$ cat src/rtl/pipe_ctrl_pkg.sv
// rtl/pipe_ctrl_pkg.sv - shared state encodings and register-index width for the pipeline controller
package pipe_ctrl_pkg;

    localparam int REG_IDX_W = 5;

    typedef enum logic [1:0] {
        ST_RUN      = 2'd0,
        ST_MEM_WAIT = 2'd1,
        ST_TIMEOUT  = 2'd2,
        ST_ILLEGAL  = 2'd3
    } state_t;

endpackage

$ cat src/rtl/hazard_detect.sv
// rtl/hazard_detect.sv - combinational load-use comparator between the ID and EX stages
module hazard_detect
    import pipe_ctrl_pkg::*;
(
    input  logic [REG_IDX_W-1:0] id_rs1,
    input  logic [REG_IDX_W-1:0] id_rs2,
    input  logic                 id_uses_rs1,
    input  logic                 id_uses_rs2,
    input  logic [REG_IDX_W-1:0] ex_rd,
    input  logic                 ex_mem_read,
    output logic                 load_use
);

    logic rs1_hit;
    logic rs2_hit;

    // x0 is hardwired to zero, so a load targeting it never creates a dependency
    assign rs1_hit  = id_uses_rs1 && (id_rs1 == ex_rd);
    assign rs2_hit  = id_uses_rs2 && (id_rs2 == ex_rd);
    assign load_use = ex_mem_read && (ex_rd != '0) && (rs1_hit || rs2_hit);

endmodule

$ cat src/rtl/pipe_hazard_ctrl.sv
// rtl/pipe_hazard_ctrl.sv - stall/flush controller; HAZARD_PERF_EN adds stall and flush counters
module pipe_hazard_ctrl
    import pipe_ctrl_pkg::*;
#(
    parameter int WAIT_MAX = 256,
    parameter int CNT_W    = 8
) (
    input  logic                 clk,
    input  logic                 reset,
    input  logic [REG_IDX_W-1:0] id_rs1,
    input  logic [REG_IDX_W-1:0] id_rs2,
    input  logic                 id_uses_rs1,
    input  logic                 id_uses_rs2,
    input  logic [REG_IDX_W-1:0] ex_rd,
    input  logic                 ex_mem_read,
    input  logic                 ex_redirect,
    input  logic                 mem_req,
    input  logic                 mem_ready,
    output logic                 pc_en,
    output logic                 if_id_en,
    output logic                 id_ex_en,
    output logic                 ex_mem_en,
    output logic                 if_id_flush,
    output logic                 id_ex_flush,
    output logic                 timeout_o,
    output logic [1:0]           state_o
`ifdef HAZARD_PERF_EN
    ,
    output logic [31:0]          stall_cycles_o,
    output logic [31:0]          flush_count_o
`endif
);

    // One extra bit so WAIT_MAX = 2**CNT_W is still representable
    localparam logic [CNT_W:0] WAIT_LIM = (CNT_W + 1)'(WAIT_MAX);
    localparam logic [CNT_W:0] CNT_ONE  = (CNT_W + 1)'(1);

    state_t         state;
    logic [CNT_W:0] wait_cnt;
    logic           redirect_pend;
    logic           load_use;
    logic           redirect;
    logic           decode;

    hazard_detect u_hazard_detect (
        .id_rs1      (id_rs1),
        .id_rs2      (id_rs2),
        .id_uses_rs1 (id_uses_rs1),
        .id_uses_rs2 (id_uses_rs2),
        .ex_rd       (ex_rd),
        .ex_mem_read (ex_mem_read),
        .load_use    (load_use)
    );

    always_comb begin
        pc_en       = 1'b0;
        if_id_en    = 1'b0;
        id_ex_en    = 1'b0;
        ex_mem_en   = 1'b0;
        if_id_flush = 1'b0;
        id_ex_flush = 1'b0;
        redirect    = ex_redirect;
        decode      = 1'b0;

        case (state)
            ST_RUN:      decode = !(mem_req && !mem_ready);
            // A redirect seen while frozen must still be honoured on the release cycle
            ST_MEM_WAIT: begin
                decode   = mem_ready;
                redirect = ex_redirect || redirect_pend;
            end
            default:     decode = 1'b0;
        endcase

        if (decode && reset) begin
            if (redirect) begin
                pc_en       = 1'b1;
                if_id_en    = 1'b1;
                id_ex_en    = 1'b1;
                ex_mem_en   = 1'b1;
                if_id_flush = 1'b1;
                id_ex_flush = 1'b1;
            end else if (load_use) begin
                id_ex_en    = 1'b1;
                id_ex_flush = 1'b1;
                ex_mem_en   = 1'b1;
            end else begin
                pc_en       = 1'b1;
                if_id_en    = 1'b1;
                id_ex_en    = 1'b1;
                ex_mem_en   = 1'b1;
            end
        end
    end

    always_ff @(posedge clk or negedge reset) begin
        if (!reset) begin
            state         <= ST_RUN;
            wait_cnt      <= '0;
            redirect_pend <= 1'b0;
            timeout_o     <= 1'b0;
        end else begin
            case (state)
                ST_RUN: begin
                    if (mem_req && !mem_ready) begin
                        state         <= ST_MEM_WAIT;
                        wait_cnt      <= CNT_ONE;
                        redirect_pend <= ex_redirect;
                    end
                end
                ST_MEM_WAIT: begin
                    if (mem_ready) begin
                        state         <= ST_RUN;
                        wait_cnt      <= '0;
                        redirect_pend <= 1'b0;
                    end else begin
                        wait_cnt <= wait_cnt + CNT_ONE;
                        if (wait_cnt == WAIT_LIM) begin
                            state     <= ST_TIMEOUT;
                            timeout_o <= 1'b1;
                        end
                    end
                end
                ST_TIMEOUT: timeout_o <= 1'b1;
                default: begin
                    state         <= ST_RUN;
                    wait_cnt      <= '0;
                    redirect_pend <= 1'b0;
                    timeout_o     <= 1'b0;
                end
            endcase
        end
    end

    assign state_o = state;

`ifdef HAZARD_PERF_EN
    logic [31:0] stall_q;
    logic [31:0] flush_q;

    always_ff @(posedge clk or negedge reset) begin
        if (!reset) begin
            stall_q <= '0;
            flush_q <= '0;
        end else begin
            if (!pc_en && (stall_q != 32'hFFFF_FFFF)) begin
                stall_q <= stall_q + 32'd1;
            end
            if (if_id_flush && (flush_q != 32'hFFFF_FFFF)) begin
                flush_q <= flush_q + 32'd1;
            end
        end
    end

    assign stall_cycles_o = stall_q;
    assign flush_count_o  = flush_q;
`endif

endmodule

$ cat config.mk
export PLATFORM = sky130hd
export DESIGN_NAME = pipe_hazard_ctrl
export DESIGN_NICKNAME = d
export VERILOG_FILES = /design/src/rtl/pipe_ctrl_pkg.sv /design/src/rtl/hazard_detect.sv /design/src/rtl/pipe_hazard_ctrl.sv
export SDC_FILE = /design/constraint.sdc
export NUM_CORES = 1
export LEC_CHECK = 0
export CAP_MARGIN = 10
export CORE_MARGIN = 4
export CORE_UTILIZATION = 40
export CTS_BUF_LIST = sky130_fd_sc_hd__clkbuf_16
export CTS_CLUSTER_SIZE = 40
export DETAILED_ROUTE_END_ITERATION = 12
export GPL_TIMING_DRIVEN = 0
export PLACE_DENSITY = 0.71
export SLEW_MARGIN = 10
export SYNTH_ARGS = -nofsm -noshare
export SYNTH_HDL_FRONTEND = slang
export SYNTH_HIERARCHICAL = 1
export SYNTH_SLANG_ARGS = --single-unit
$ cat constraint.sdc
create_clock -name clk -period 3 [get_ports clk]
set_input_delay 0.9 -clock clk [delete_from_list [all_inputs] [get_ports clk]]
set_output_delay 0.9 -clock clk [all_outputs]
set_load 0.01 [all_outputs]
==> results.yml, run 1 <==
synthesis:
  synth_top_family_by_area: "compound AO/OA/AOI/OAI gates"
  yosys_warnings: 6
  syn_nets: 139
  synth.largest_area_cell: "dfrtp_1"
  synth-compound-area-share_pct: 23.6
  syn-instance-count: 111
  synth.area.mux_share_pct: 1.15
  synth_most_common_cell: "dfrtp_1"
  synth-edff-count: 0
  synth_fa_ha_area_share_pct: 6.41
  ys_types: 34
  yosys_most_used_dff: "dfrtp_1"
  synth_top_area_share_pct: 33.3
  synth_simple_gate_area_share_pct: 20.9
  synthArstFlopShare_pct: 100
  synth.avg_cell_area_um2: 8.79
  ys_top_cells_by_area: "dfrtp_1 (33%), xor2_1 (7.2%), ha_1 (6.4%)"
  seq_area_frac_synth_pct: 33.3
  synth_common_cells: "dfrtp_1 (13), o21ai_0 (10), xor2_1 (8)"
  syn_area_um2: 976
  synth_xor_area_share_pct: 8.97
  yosys_register_bits: 13
setup_path:
  cp_max_fo: 2
  worstPathCellList: "buf_6 -> xor2_1 -> nor4_1 -> nand3_1 -> a21oi_2 -> buf_4 -> inv_2 -> a21oi_2 -> buf_2"
  cp_slowest_stage_delay_ns: 0.34
  start_kind: "input port"
  crit_top_cell: "a21oi_2"
  cp_slowest_cell: "nor4_1"
  arrival_ns: 2.24
  path_class: "input port to primary output"
  worstPathRequired_ns: 2.10
  end_kind: "primary output"
clock_network:
  numCtsBuffers: 3
  clkTransAtPathRegs_ns: 0.04
  clockBufferDepth: 2
  cts.htree.levels: 1
  cts_sinks: 13
  postCtsHoldBufs: 0
  tritoncts: "built"
  clock_latency_ns: 0.24
  root_buffer: "clkbuf_16"
cells_and_area:
  n_antenna_cell: 0
  fillCellCount: 203
  syn_to_final_growth_pct: 40.9
  fin_cells: 175
  layout-drive-gt1-share_pct: 23.1
  nets: 176
placement:
  dpl_worst_slack_ns: -0.887
  gp_congestion: 0.859
  dp.cells: 170
  port_buffers: 31
  hpwlAfterDp_um: 1900
sta:
  slew_violations: 0
  timing.fmax_mhz: 318
  setup_tns_ns: -0.199
  post-route-min-period_ns: 3.14
  worst_pin_slew_ns: 0.367
  period_share_pct: 105
  grt_setup_unrepaired: "true"
  hold_viol: 0
  hold_slack_ns: 0.499
  worst_clock_skew_ns: 0.00129
  setup_violations: 2
  setup_ws_ns: -0.140
  relSlewSlack_pct: 75.6
drt:
  wl_per_cell_um: 14.5
  dr.pass1.iters: 4
  drtIter0Drc: 27
  wl_um: 2530
  ant_nets: 0
  drc_errors: 0
  vias: 970
  drt-vias-per-instance: 5.54
floorplanning:
  die-area_um2: 3290
  num_rows: 17
  fp.dieH_um: 57.4
  start_util_pct: 42.9
  io-pin-count: 32
  die_x_um: 57.4
  core_um2: 2280
power_and_ir_drop:
  p_leak_nw: 0.626
  powerDensity_nw_per_um2: 646
  total_power_mw: 0.888
  ir_drop_mv: 0.422
global_routing:
  gr-total-overflow: 0
  grt_pass1_wl_um: 4430
  grt_max_degree: 15
  grt.total_usage_pct: 16.7
  grt_pass1_vias: 987
  antenna_found_initial: 0
run_status:
  failed_checks: "negative setup slack"
  status: "finished, violations left"
worst_hold_path:
  hold_path_class: "register to register"
flow_run:
  maxCapViolCount: 0
cell type report:
type	instances	area, um2	area share [%]
repair buffers	32	268	19.5
plain buffers	5	28.8	2.09
well taps	28	35.0	2.55
multi-input cells	86	613	44.6
inverters	7	26.3	1.91
clock inverters	1	3.75	0.273
clock buffers	3	75.1	5.46
flip-flops and latches	13	325	23.7
repair_timing:
item / CTS / global route
pin swaps: 13 / 6
gates resized for setup: 74 / 4
endpoints found under the setup margin: 6 / 4
gates cloned: 0 / 0
buffers inserted: 1 / 0
kinds of logic (layout without fill, tap and decap cells):
group / Yosys count / in the layout
AO/OA/AOI/OAI: 36 / 36
XOR/XNOR: 10 / 10
adder cells (fa/ha/maj): 5 / 5
buffers and inverters: 12 / 48
flip-flops: 13 / 13
multiplexers: 1 / 1
AND/OR/NAND/NOR: 34 / 34
where the power goes:
part           switching, mW  leakage, nW  internal, mW
Sequential            0.0385        0.173         0.209
Clock                 0.0711       0.0423         0.176
Combinational          0.208        0.410         0.186
Total                  0.318        0.626         0.570
layer usage:
metal	up-vias	global-route usage (%)	wire [um]
met5	-	0	0
met2	30	28.4	1210
met1	462	20.8	1190
li1	476	-	-
met3	2	2.94	127
met4	0	6.29	11
placed cells by master, fill, tap and decap left out, drive strengths merged, types with 2 or more instances in the layout:
master,netlist,layout
buf,4,18
dfrtp,13,13
o21ai,13,13
clkdlybuf4s50,0,8
xor2,8,8
inv,7,8
nand2,7,7
a21oi,7,7
nand3,6,6
o31ai,6,6
dlygate4sd2,0,6
clkbuf,1,6
ha,5,5
nand2b,5,5
nor2,4,4
nor4,3,3
nand4,2,2
o21a,2,2
a21o,2,2
or4,2,2
and2,2,2
xnor2,2,2
clkdlybuf4s15,0,2
worst max-delay path: cells and delay by family:
| kind | cells | cell delay (ns) |
|---|---|---|
| simple gates | 2 | 0.49 |
| buf+inv | 4 | 0.41 |
| xor+xnor | 1 | 0.15 |
| compound gates | 2 | 0.30 |
final timing paths:
path / cells after the start / from / to / slack [ns]
worst min-delay path: 1 / wait_cnt[8] / wait_cnt[8] / 0.50
worst max-delay path: 9 / id_rs2[1] / id_ex_flush / -0.14
worst min register to register: 1 / wait_cnt[8] / wait_cnt[8] / 0.50
min in group asynchronous: 1 / reset / wait_cnt[2] / 0.66
max in group asynchronous: 1 / reset / wait_cnt[8] / 2.08
worst max register to register: 6 / state_o[0] / wait_cnt[7] / 1.19
per-stage QoR:
stage	utilization, %	cell area (um2)
floorplan	-	976
global placement	58.1	1320
detailed placement	58.1	1320
CTS	61.1	1390
global route	60.4	1380
finish	60.4	1380
sequential cells by signal (all words and copies together), names as in the netlist:
signal         flops
state_o            2
timeout_o          1
wait_cnt           9
redirect_pend      1
(Power assumes the default switching activity.)
==> inputs of run 2 (changes only) <==
--- a/config.mk
+++ b/config.mk
@@ -13,6 +13,7 @@
 export DETAILED_ROUTE_END_ITERATION = 12
 export GPL_TIMING_DRIVEN = 0
 export PLACE_DENSITY = 0.71
+export REMOVE_ABC_BUFFERS = 1
 export SLEW_MARGIN = 10
 export SYNTH_ARGS = -nofsm -noshare
 export SYNTH_HDL_FRONTEND = slang
==> run 2 against run 1 <==
Effect of this change: largest power group unchanged; sequential power up 2%; the run still ends with negative setup slack left; critical path depth shrank 2; fmax grew 3.8%; clock power is essentially flat; critical endpoint is now pc_en.
==> results.yml, run 2 (same netlist as run 1, synthesis figures left out) <==
run_status:
  status: "finished, violations left"
  failed_checks: "negative setup slack"
sta:
  setup_violations: 3
  grt_setup_unrepaired: "true"
  worst_pin_slew_ns: 0.712
  period_share_pct: 101
  setup_ws_ns: -0.0256
  worst_clock_skew_ns: 0.00374
  hold_slack_ns: 0.507
  slew_violations: 0
  hold_viol: 0
  timing.fmax_mhz: 331
  relSlewSlack_pct: 52.4
  post-route-min-period_ns: 3.03
setup_path:
  r2r-start: "state_o[1]"
  worstPathCellList: "buf_8 -> or4_4 -> o21ai_2 -> a21oi_2 -> buf_4 -> a21oi_2 -> buf_2"
  start_kind: "input port"
  reg2reg_depth: 5
  path_class: "input port to primary output"
  cp_slowest_cell: "or4_4"
  arrival_ns: 2.13
  reg2reg_to: "wait_cnt[8]"
  crit_top_cell: "a21oi_2"
  cp_slowest_stage_delay_ns: 0.53
  r2r_slack_ns: 0.93
  worstPathRequired_ns: 2.10
  cp_max_fo: 3
  end_kind: "primary output"
clock_network:
  root_buffer: "clkbuf_16"
  numCtsBuffers: 3
  clockBufferDepth: 2
  cts_sinks: 13
  clock_latency_ns: 0.24
  cts.htree.levels: 1
  clkTransAtPathRegs_ns: 0.05
  postCtsHoldBufs: 0
  tritoncts: "built"
power_and_ir_drop:
  powerDensity_nw_per_um2: 647
  ir_drop_mv: 0.663
  p_leak_nw: 0.604
cells_and_area:
  regMostFlops: "wait_cnt"
  n_antenna_cell: 0
  largest_reg_flops: 9
  syn_to_final_growth_pct: 37.7
  finish.utilization_pct: 59.0
  layout-drive-gt1-share_pct: 19.7
  mostFrequentLayoutCells: "dfrtp_1 (13), o21ai_0 (10), buf_2 (10)"
  nets: 171
  layout.cells.most_common: "dfrtp_1"
floorplanning:
  fp.dieH_um: 57.4
  num_rows: 17
  core_um2: 2280
  start_util_pct: 42.9
  die-area_um2: 3290
  die_x_um: 57.4
  io-pin-count: 32
worst_hold_path:
  min_from: "wait_cnt[5]"
  whs_path_depth: 1
  whs_endpoint: "wait_cnt[5]"
  hold_path_class: "register to register"
global_routing:
  grt_max_degree: 17
  grt_pass1_wl_um: 4390
  gr-total-overflow: 0
  grt_pass1_vias: 956
  antenna_found_initial: 0
  grt.total_usage_pct: 16.8
drt:
  drt-vias-per-instance: 5.50
  drc_errors: 0
  dr.pass1.iters: 4
  vias: 935
  drtIter0Drc: 57
  wl_per_cell_um: 15.0
  wl_um: 2550
  ant_nets: 0
flow_run:
  maxCapViolCount: 0
placement:
  gp_congestion: 0.797
  hpwlAfterDp_um: 1870
  port_buffers: 31
  dpl_worst_slack_ns: -0.815
[run 2: changes by cell type in the layout (fill, tap and decap cells not counted), sizes merged]
| cell | delta |
|---|---|
| dlygate4sd2 | +1 |
| clkbuf | -2 |
| clkdlybuf4s15 | +1 |
| buf | -5 |
[run 2: per-stage QoR]
step	TNS (ns)	power (mW)	std cells	instance area, um2
floorplan	0	0.473	106	947
global route	-0.271	0.930	170	1340
finish	-0.0579	0.869	170	1340
detailed placement	-4.28	0.636	165	1290
global placement	-4.03	0.619	165	1290
CTS	0	0.868	169	1330
[run 2: routing by layer]
layer	share of wire, %	up-vias	global-route usage [%]
met4	0.63	0	6.29
met2	49	36	28.9
li1	-	463	-
met3	5.8	2	2.94
met5	0	-	0
met1	44	434	20.7
[run 2: what timing repair did]
item	CTS	global route
buffers inserted	0	1
endpoints found under the setup margin	6	3
cloned	0	0
resized for setup	65	9
pin swaps	12	6
[run 2: critical path, delay by kind of cell]
| kind | cells | cell delay [ns] |
|---|---|---|
| AND/OR/NAND/NOR | 1 | 0.53 |
| buffers and inverters | 3 | 0.37 |
| AO/OA/AOI/OAI | 3 | 0.31 |
[run 2: power by group]
part / internal [mW] / leakage, nW / switching (mW)
sequential: 0.209 / 0.173 / 0.0423
clock: 0.175 / 0.0423 / 0.0705
combinational: 0.167 / 0.388 / 0.205
[run 2: worst max path at each step]
stage | from | to | slack (ns) | cells past startpoint
2_1_floorplan | ex_rd[1] | if_id_en | 0.16 | 4
3_3_place_gp | ex_rd[2] | id_ex_flush | -0.83 | 8
3_5_place_dp | ex_rd[1] | pc_en | -0.82 | 6
4_1_cts | id_rs1[2] | id_ex_flush | 0.001 | 7
5_1_grt | ex_rd[1] | id_ex_flush | -0.10 | 8
6_report | ex_rd[1] | pc_en | -0.03 | 7
[run 2: layout make-up]
| type | count | area (um2) |
|---|---|---|
| sequential | 13 | 325 |
| multi-input combinational | 86 | 617 |
| clock buffer | 3 | 75.1 |
| clock inverter | 1 | 3.75 |
| fill | 200 | 932 |
| tap | 28 | 35.0 |
| timing repair buffer | 32 | 262 |
| inverter | 7 | 26.3 |
==> inputs of run 3 (changes only) <==
--- a/config.mk
+++ b/config.mk
@@ -17,5 +17,4 @@
 export SLEW_MARGIN = 10
 export SYNTH_ARGS = -nofsm -noshare
 export SYNTH_HDL_FRONTEND = slang
-export SYNTH_HIERARCHICAL = 1
 export SYNTH_SLANG_ARGS = --single-unit
==> run 3 against run 2 <==
Effect of this change: the run now ends clean; worst setup slack better by 0.062 ns; sequential share of layout area shrank 0.55 points; clock skew shrank 0.00066 ns; final cell count down 2.4%; first-iteration DRC count down 63%; critical path type unchanged; highest routed layer unchanged.
==> results.yml, run 3 <==
clock_network:
  postCtsHoldBufs: 0
  clkTransAtPathRegs_ns: 0.05
  clockBufferDepth: 2
  cts_sinks: 13
  clock_latency_ns: 0.25
  tritoncts: "built"
  cts_setup_buffers: 0
  cts.htree.levels: 1
  root_buffer: "clkbuf_16"
  numCtsBuffers: 3
synthesis:
  synth_most_common_cell: "dfrtp_1"
  yosys_register_bits: 13
  yosys_most_used_dff: "dfrtp_1"
  synth_simple_gate_area_share_pct: 20.6
  ys_top_cells_by_area: "dfrtp_1 (34%), xor2_1 (7.3%), ha_1 (6.5%)"
  syn_area_um2: 963
  synth_top_area_share_pct: 33.8
  seq_area_frac_synth_pct: 33.8
  synth_xor_area_share_pct: 10.0
  synth-compound-area-share_pct: 21.7
  yosys_warnings: 0
  ys_types: 34
  synth.largest_area_cell: "dfrtp_1"
  syn-instance-count: 108
  synth.avg_cell_area_um2: 8.92
  synthArstFlopShare_pct: 100
  synth_fa_ha_area_share_pct: 6.49
  synth_top_family_by_area: "compound AO/OA/AOI/OAI gates"
  synth_common_cells: "dfrtp_1 (13), o21ai_0 (9), xor2_1 (8)"
  synth-edff-count: 0
  synth.area.mux_share_pct: 2.34
worst_hold_path:
  whs_path_depth: 2
  hold_path_class: "register to register"
  whs_endpoint: "redirect_pend"
  min_from: "redirect_pend"
placement:
  port_buffers: 31
  gp_congestion: 0.846
  hpwlAfterDp_um: 1900
power_and_ir_drop:
  ir_drop_mv: 0.533
  p_sw_mw: 0.307
  p_sw_share_pct: 35.2
  power_frac_comb_pct: 43.2
  powerDensity_nw_per_um2: 635
  internal_power_mw: 0.566
  p_leak_nw: 0.611
  pwr-share-seq_pct: 27.7
  clkPwrFrac_pct: 29.1
setup_path:
  start_kind: "input port"
  reg2reg_to: "state_o[0]"
  cp_slowest_stage_delay_ns: 0.34
  cp_num_buf_inv: 2
  path_class: "input port to primary output"
  r2r-start: "state_o[0]"
  arrival_ns: 2.06
  cp_max_fo: 2
  worstPathRequired_ns: 2.10
  end_kind: "primary output"
  worstPathCellList: "buf_2 -> xor2_2 -> nor4_4 -> a32oi_4 -> o21ba_4 -> buf_6"
  r2r_slack_ns: 1.13
  cpLargestDelayFamily: "compound AO/OA/AOI/OAI gates"
  cp_slowest_cell: "nor4_4"
  reg2reg_depth: 5
cells_and_area:
  multiInputGateArea_um2: 656
  regMostFlops: "wait_cnt"
  layout.cells.most_common: "dfrtp_1"
  nets: 167
  ff_latch_area_um2: 325
  syn_to_final_growth_pct: 42.7
  mostFrequentLayoutCells: "dfrtp_1 (13), o21ai_0 (9)"
  fillCellCount: 202
  layout-drive-gt1-share_pct: 22.5
  n_antenna_cell: 0
  largest_reg_flops: 9
sta:
  setup_tns_ns: 0
  setup_violations: 0
  hold_slack_ns: 0.504
  worst_pin_slew_ns: 0.590
  period_share_pct: 98.8
  hold_viol: 0
  post-route-min-period_ns: 2.96
  slew_violations: 0
  worst_clock_skew_ns: 0.00308
  timing.fmax_mhz: 337
  relSlewSlack_pct: 60.6
global_routing:
  antenna_found_initial: 0
  grt_pass1_vias: 888
  gr-total-overflow: 0
  grt_max_degree: 16
  grt.total_usage_pct: 17.3
  grt_pass1_wl_um: 4280
drt:
  vias: 917
  drc_errors: 0
  drtIter0Drc: 21
  ant_nets: 0
  drt-vias-per-instance: 5.52
  wl_um: 2570
  wl_per_cell_um: 15.5
  dr.pass1.iters: 4
run_status:
  status: "completed"
floorplanning:
  io-pin-count: 32
  core_um2: 2250
  die-area_um2: 3260
  start_util_pct: 42.7
  die_x_um: 57.1
  fp.dieH_um: 57.1
  num_rows: 17
flow_run:
  maxCapViolCount: 0
-- run 3: power by group through the flow --
stage | Clock (mW) | Sequential, mW | Combinational (mW)
after floorplan | 0 | 0.245 | 0.218
after global placement | 0 | 0.242 | 0.368
after detailed placement | 0 | 0.244 | 0.373
after CTS | 0.259 | 0.242 | 0.369
after global routing | 0.270 | 0.251 | 0.419
final | 0.254 | 0.242 | 0.377
-- run 3: worst max path at each step --
stage          slack (ns)  cells past startpoint       end      start
3_5_place_dp        -0.79                      4  if_id_en      reset
5_1_grt             -0.02                      6  if_id_en  id_rs2[2]
4_1_cts             0.006                      6  if_id_en  id_rs1[1]
6_report             0.04                      6  if_id_en  id_rs2[2]
2_1_floorplan        0.27                      4  if_id_en   ex_rd[1]
3_3_place_gp        -0.76                      4  if_id_en      reset
-- run 3: logic make-up after synthesis --
family | after synthesis
buffers and inverters | 11
AO/OA/AOI/OAI | 31
flip-flops | 13
multiplexers | 2
AND/OR/NAND/NOR | 35
XOR/XNOR | 11
adder cells (fa/ha/maj) | 5
-- run 3: stage by stage --
step / util (%) / setup slack [ns] / cell area (um2) / cells / total power [mW]
6_report: 61.0 / 0.0362 / 1380 / 166 / 0.874
4_1_cts: 59.9 / 0.00562 / 1350 / 166 / 0.871
5_1_grt: 61.0 / -0.0168 / 1380 / 166 / 0.940
3_3_place_gp: 56.9 / -0.756 / 1280 / 162 / 0.610
3_5_place_dp: 56.9 / -0.795 / 1280 / 162 / 0.617
2_1_floorplan: - / 0.272 / 937 / 103 / 0.463
-- run 3: cell type report --
class | instances | area share [%]
clock buffer | 3 | 5.46
sequential | 13 | 23.7
tap | 28 | 2.55
inverter | 6 | 1.64
multi-input combinational | 84 | 47.7
timing repair buffer | 31 | 18.7
clock inverter | 1 | 0.273
-- run 3: worst register-to-register path: cells and delay by family, from the launching register on --
kind                     cells  cell delay, ns
adder cells (fa/ha/maj)      1            0.32
flip-flops                   1            0.40
AO/OA/AOI/OAI                2            0.66
multiplexers                 1            0.30
buffers and inverters        1            0.08
-- run 3: metal layers --
layer  vias to the layer above  share of wire (%)  global-route usage (%)
met5                         -                  0                       0
met4                         0                2.3                    10.3
met3                         6                3.7                    3.62
met2                        24                 50                    27.6
met1                       438                 44                    21.3
li1                        449                  -                       -
-- run 3: timing repair --
action	4_1_cts	5_1_grt
pin swaps	10	12
gates resized for setup	59	19
endpoints found under the setup margin	6	3
gates cloned	0	0
